==> src/rtl/temporizador_300ms.sv <==
// Button front-end: raw-pin synchronizer plus the lockout timer feeding the debouncer FSM.
// Build option: define SIM_FAST_TICK_EN to make every COUNT cycle a millisecond tick (simulation only).
module temporizador_300ms #(
  parameter int unsigned CLK_HZ      = 100000000,
  parameter int unsigned T_MS        = 300,
  parameter int unsigned SYNC_STAGES = 2
) (
  input  logic                       Clk,
  input  logic                       Reset_n,
  input  logic                       boton_raw,
  input  logic                       actCuenta,
  output logic                       boton0,
  output logic                       t300ms,
  output logic                       ocupado,
  output logic [$clog2(T_MS+1)-1:0]  ms_count
);

`ifdef SIM_FAST_TICK_EN
  localparam int unsigned PRE = 1;
`else
  localparam int unsigned PRE = CLK_HZ / 1000;
`endif
  localparam int unsigned PW = (PRE > 1) ? $clog2(PRE) : 1;
  localparam int unsigned MW = $clog2(T_MS + 1);

  localparam logic [PW-1:0] PRE_LAST = PW'(PRE - 1);
  localparam logic [MW-1:0] MS_LAST  = MW'(T_MS - 1);
  localparam logic [MW-1:0] MS_MAX   = MW'(T_MS);

  typedef enum logic [1:0] {
    IDLE  = 2'd0,
    COUNT = 2'd1,
    DONE  = 2'd2,
    REARM = 2'd3
  } state_t;

  state_t          state, state_n;
  logic [PW-1:0]   pre, pre_n;
  logic [MW-1:0]   ms_n;
  logic            pulse_n;
  logic            busy_n;
  logic            tick;
  logic [SYNC_STAGES-1:0] sync_q;

  always_ff @(posedge Clk or negedge Reset_n) begin
    if (!Reset_n) begin
      sync_q <= '0;
    end else begin
      sync_q <= {sync_q[SYNC_STAGES-2:0], boton_raw};
    end
  end

  assign boton0 = sync_q[SYNC_STAGES-1];

  assign tick = (pre == PRE_LAST);

  always_ff @(posedge Clk or negedge Reset_n) begin
    if (!Reset_n) begin
      state    <= IDLE;
      pre      <= '0;
      ms_count <= '0;
      t300ms   <= 1'b0;
      ocupado  <= 1'b0;
    end else begin
      state    <= state_n;
      pre      <= pre_n;
      ms_count <= ms_n;
      t300ms   <= pulse_n;
      ocupado  <= busy_n;
    end
  end

  // Outputs are computed for the next state so that they register alongside it.
  always_comb begin
    state_n = state;
    pre_n   = '0;
    ms_n    = '0;
    pulse_n = 1'b0;
    busy_n  = 1'b0;
    case (state)
      IDLE: begin
        if (actCuenta) begin
          state_n = COUNT;
          busy_n  = 1'b1;
        end
      end
      COUNT: begin
        if (!actCuenta) begin
          state_n = IDLE;
        end else begin
          busy_n = 1'b1;
          ms_n   = ms_count;
          pre_n  = tick ? '0 : pre + PW'(1);
          if (tick) begin
            if (ms_count == MS_LAST) begin
              state_n = DONE;
              pulse_n = 1'b1;
              ms_n    = MS_MAX;
              pre_n   = '0;
            end else if (ms_count < MS_MAX) begin
              ms_n = ms_count + MW'(1);
            end
          end
        end
      end
      DONE: begin
        state_n = REARM;
      end
      REARM: begin
        if (!actCuenta) state_n = IDLE;
      end
      default: begin
        state_n = IDLE;
      end
    endcase
  end

endmodule

==> config.mk <==
export PLATFORM = sky130hd
export DESIGN_NAME = temporizador_300ms
export DESIGN_NICKNAME = d
export VERILOG_FILES = /design/src/rtl/temporizador_300ms.sv
export SDC_FILE = /design/constraint.sdc
export NUM_CORES = 1
export LEC_CHECK = 0
export BUFFER_PORTS_ARGS = -buffer_cell sky130_fd_sc_hd__buf_2
export CAP_MARGIN = 20
export CORE_MARGIN = 3
export CORE_UTILIZATION = 61
export DETAILED_ROUTE_END_ITERATION = 12
export GPL_TIMING_DRIVEN = 0
export PLACE_DENSITY = 0.8
export RECOVER_POWER = 100
export SLEW_MARGIN = 0
export SYNTH_ARGS = -nofsm -noshare
export SYNTH_HDL_FRONTEND = slang
export SYNTH_SLANG_ARGS = --single-unit
==> constraint.sdc <==
create_clock -name Clk -period 3.4 [get_ports Clk]
set_input_delay 0.68 -clock Clk [delete_from_list [all_inputs] [get_ports Clk]]
set_output_delay 0.68 -clock Clk [all_outputs]
set_load 0.05 [all_outputs]
==> flow_summary_export.csv <==
group,metric,value,unit
status,outcome,"finished with violations",
status,violations,"max-capacitance violations, max-slew violations",
floorplanning,fp.coreArea,2320,um2
pwr,p_per_area,387,nW/um2
synthesis,synthSimpleGateAreaFrac,24.3,%
clocking,cts_hold_buf,0,
synthesis,synth_compound_area_share,11.4,%
layout,fill_cells,184,
layout,stdcell_area,1710,um2
sta,fin_crit_sh,69.7,%
grt,grt_usage,22.7,%
synthesis,ys_seq_area_share,51.1,%
worst_hold_path,hold_start,"sync_q[0]$_DFF_PN0_",
synthesis,netlist_top_cells_area,"dfrtp_1, xor2_1, nor2_1, nand3_1, o21ai_0",
synthesis,synth_top_family_by_area,"simple AND/OR/NAND/NOR gates",
sta,skew,0.00905,ns
sta,fmax,422,MHz
synthesis,ys_ff_latch,32,
synthesis,netlist_area,1570,um2
synthesis,synthTopCellsByCount,"dfrtp_1, nor2_1, xor2_1",
clocking,htree_levels,2,
pwr,swShare,24.8,%
pwr,seq_power_share,59.1,%
synthesis,synth.distinct_cells,36,
sta,slew_viol_final,33,
floorplanning,row_count,17,
sta,min_period,2.37,ns
floorplanning,initial_core_util,67.6,%
layout,multi_input_area,721,um2
drt,drc,0,
pwr,ir_drop,0.353,mV
synthesis,muxShareOfSynthArea,0.718,%
setup_path,end_kind,"register",
place,pre_cts_ws,1.28,ns
grt,grt_pass1_vias,1246,
worst_hold_path,holdPathEnd,"sync_q[1]$_DFF_PN0_",
job,cap_violations,1,
drt,vias,1261,
place,gp_congestion,0.791,
layout,final_net_count,183,
clocking,cts_root_buf,"clkbuf_4",
synthesis,yosysWarnings,0,
drt,ant_nets,0,
drt,initialDrtViolationCount,45,
floorplanning,die_area,3210,um2
setup_path,crit_fanout,10,
sta,worstMarginPinSlew,1.69,ns
pwr,combPwrFrac,6.5,%
synthesis,synth_ff_type,"dfrtp_1",
layout,final_layout_size_suffix_gt1_share,7.87,%
drt,routed_wl,3.29,mm
sta,tns,0,ns
setup_path,start_kind,"register",
drt,viasPerCell,6.12,
sta,final_hold_viol_count,0,
setup_path,reg2reg_from,"pre[0]$_DFF_PN0_",
sta,rsz0062_at_grt,"false",
grt,grt_pass1_wl,5.66,mm
pwr,power.total,0.661,mW
setup_path,r2r-end,"pre[10]$_DFF_PN0_",
pwr,leakage,0.731,nW
setup_path,crit_start,"pre[0]$_DFF_PN0_",
drt,post_drt_wl_per_cell,16.0,um
synthesis,yosysTopAreaCellShare,51.1,%
drt,first_pass_iters,4,
clocking,cts.reportedPaths.clkPinSlew,0.09,ns
floorplanning,ios,16,
synthesis,synth_edf_count,0,
sta,worst_slew_margin_rel,-12.6,%
place,dp_hpwl,2.32,mm
synthesis,ys_async_sr_fraction,100,%
setup_path,arrival,2.56,ns
place,io_buffers,15,
clocking,cts_tree,"done",
clocking,postCtsSetupBuffers,0,
synthesis,netlist_instances,155,
synthesis,syn_nets,161,
setup_path,cp.required,3.59,ns
grt,grt_start_max_net_pins,33,
floorplanning,die_width,56.7,um
synthesis,postSynthAreaPerCell,10.1,um2
setup_path,setup.worst_path.class,"register to register",
worst_hold_path,holdPathStages,0,
clocking,cts_buffers,5,
pwr,pwr-share-clk,34.3,%
layout,syn2layout_area_growth,9.10,%
synthesis,synthMostInstantiatedCell,"dfrtp_1",
clocking,cts_resized,0,
floorplanning,die_h,56.7,um
pwr,power.switching,0.164,mW
place,placedInstanceArea,1680,um2
setup_path,r2r_cells,7,
setup_path,rrSetupSlack,1.03,ns
worst_hold_path,hold_path_class,"register to register",
sta,setup_viol,0,
grt,overflow,0,
synthesis,synth.largest_area_cell,"dfrtp_1",
pwr,intPower,0.497,mW
synthesis,yosys.area_share.xor_xnor,8.38,%
synthesis,synthAdderAreaFrac,1.60,%
sta,timing.final.ws_setup,1.03,ns
layout,diodes,0,
clocking,clk_latency,0.33,ns
layout,utilization,73.8,%
clocking,cts_sinks,32,
grt,antenna_found_initial,0,
layout,register_area,801,um2
clocking,clockBufferDepth,2,
## layout by cell type, fill, tap and decap left out, drive strengths merged
cell type / n
a21oi: 5
nor2b: 1
nand4b: 1
and2: 1
or3: 2
a41oi: 2
and4: 3
buf: 1
o41ai: 1
dfrtp: 32
xnor2: 3
xor2: 12
nor3: 1
nand3: 9
nand2: 9
a31oi: 1
or4: 1
clkbuf: 27
nor4: 1
nand2b: 2
and3b: 1
mux2: 1
ha: 2
and3: 5
nor2: 25
nor4b: 1
o31ai: 4
inv: 5
o22ai: 1
nand4: 5
o21ai: 10
nor4bb: 2
a211o: 1
## per-layer routing
| layer | vias to the layer above | part of all wire [%] | track usage [%] |
|---|---|---|---|
| li1 | 593 | - | - |
| met1 | 617 | 45 | 30.0 |
| met2 | 45 | 48 | 35.8 |
| met3 | 6 | 6.4 | 7.36 |
| met4 | 0 | 0.88 | 5.76 |
| met5 | - | 0 | 0 |
## cell families (layout without fill, tap and decap cells)
logic type                 count (synthesis)  count (layout)
buffers and inverters                     10              33
AOI/OAI and AO/OA                         25              25
and+or+nand+nor                           70              70
adders and majority gates                  2               2
DFF                                       32              32
xor gates and xnor gates                  15              15
muxes                                      1               1
## area by class of cell
cell class                      count  area share, %
Multi-Input combinational cell    113           42.1
Tap cell                           28           2.05
Buffer                              5           1.10
Timing Repair Buffer               15           3.37
Sequential cell                    32           46.8
Clock buffer                        8           3.44
Inverter                            5           1.10
## sequential cells by signal, summed over array words and instances, names as in the netlist, named ones only
register  cells
ocupado       1
pre          17
ms_count      9
t300ms        1
state         1
sync_q        2
## power groups by stage
stage	logic, mW	registers [mW]	clock network, mW
2_1_floorplan	0.0176	0.408	0
3_3_place_gp	0.0436	0.398	0
3_5_place_dp	0.0454	0.398	0
4_1_cts	0.0456	0.391	0.233
5_1_grt	0.0473	0.392	0.247
6_report	0.0431	0.391	0.227
## critical path, cell delays in order, from the launching register on
cell and delay [ns]:
dfrtp_1 0.39, ha_1 0.21, and4_1 0.23, and4_1 0.19, clkbuf_1 0.37, nand2b_1 0.30
clkbuf_1 0.42, nor2_1 0.13
## worst max-delay path by stage
stage / to / slack (ns) / cells after the start
CTS: ms_count[7]$_DFFE_PN0P_ / 1.26 / 6
finish: pre[10]$_DFF_PN0_ / 1.03 / 7
global route: ms_count[7]$_DFFE_PN0P_ / 0.84 / 7
detailed placement: ms_count[7]$_DFFE_PN0P_ / 1.28 / 6
floorplan: ms_count[6]$_DFFE_PN0P_ / 1.19 / 6
global placement: ms_count[0]$_DFFE_PN0P_ / 1.37 / 5
## metrics by stage
stage	std cells	hold slack [ns]
6_report	206	0.377
5_1_grt	206	0.387
4_1_cts	206	0.374
3_5_place_dp	198	0.357
3_3_place_gp	198	0.344
2_1_floorplan	155	0.331
(Power assumes the default switching activity.)
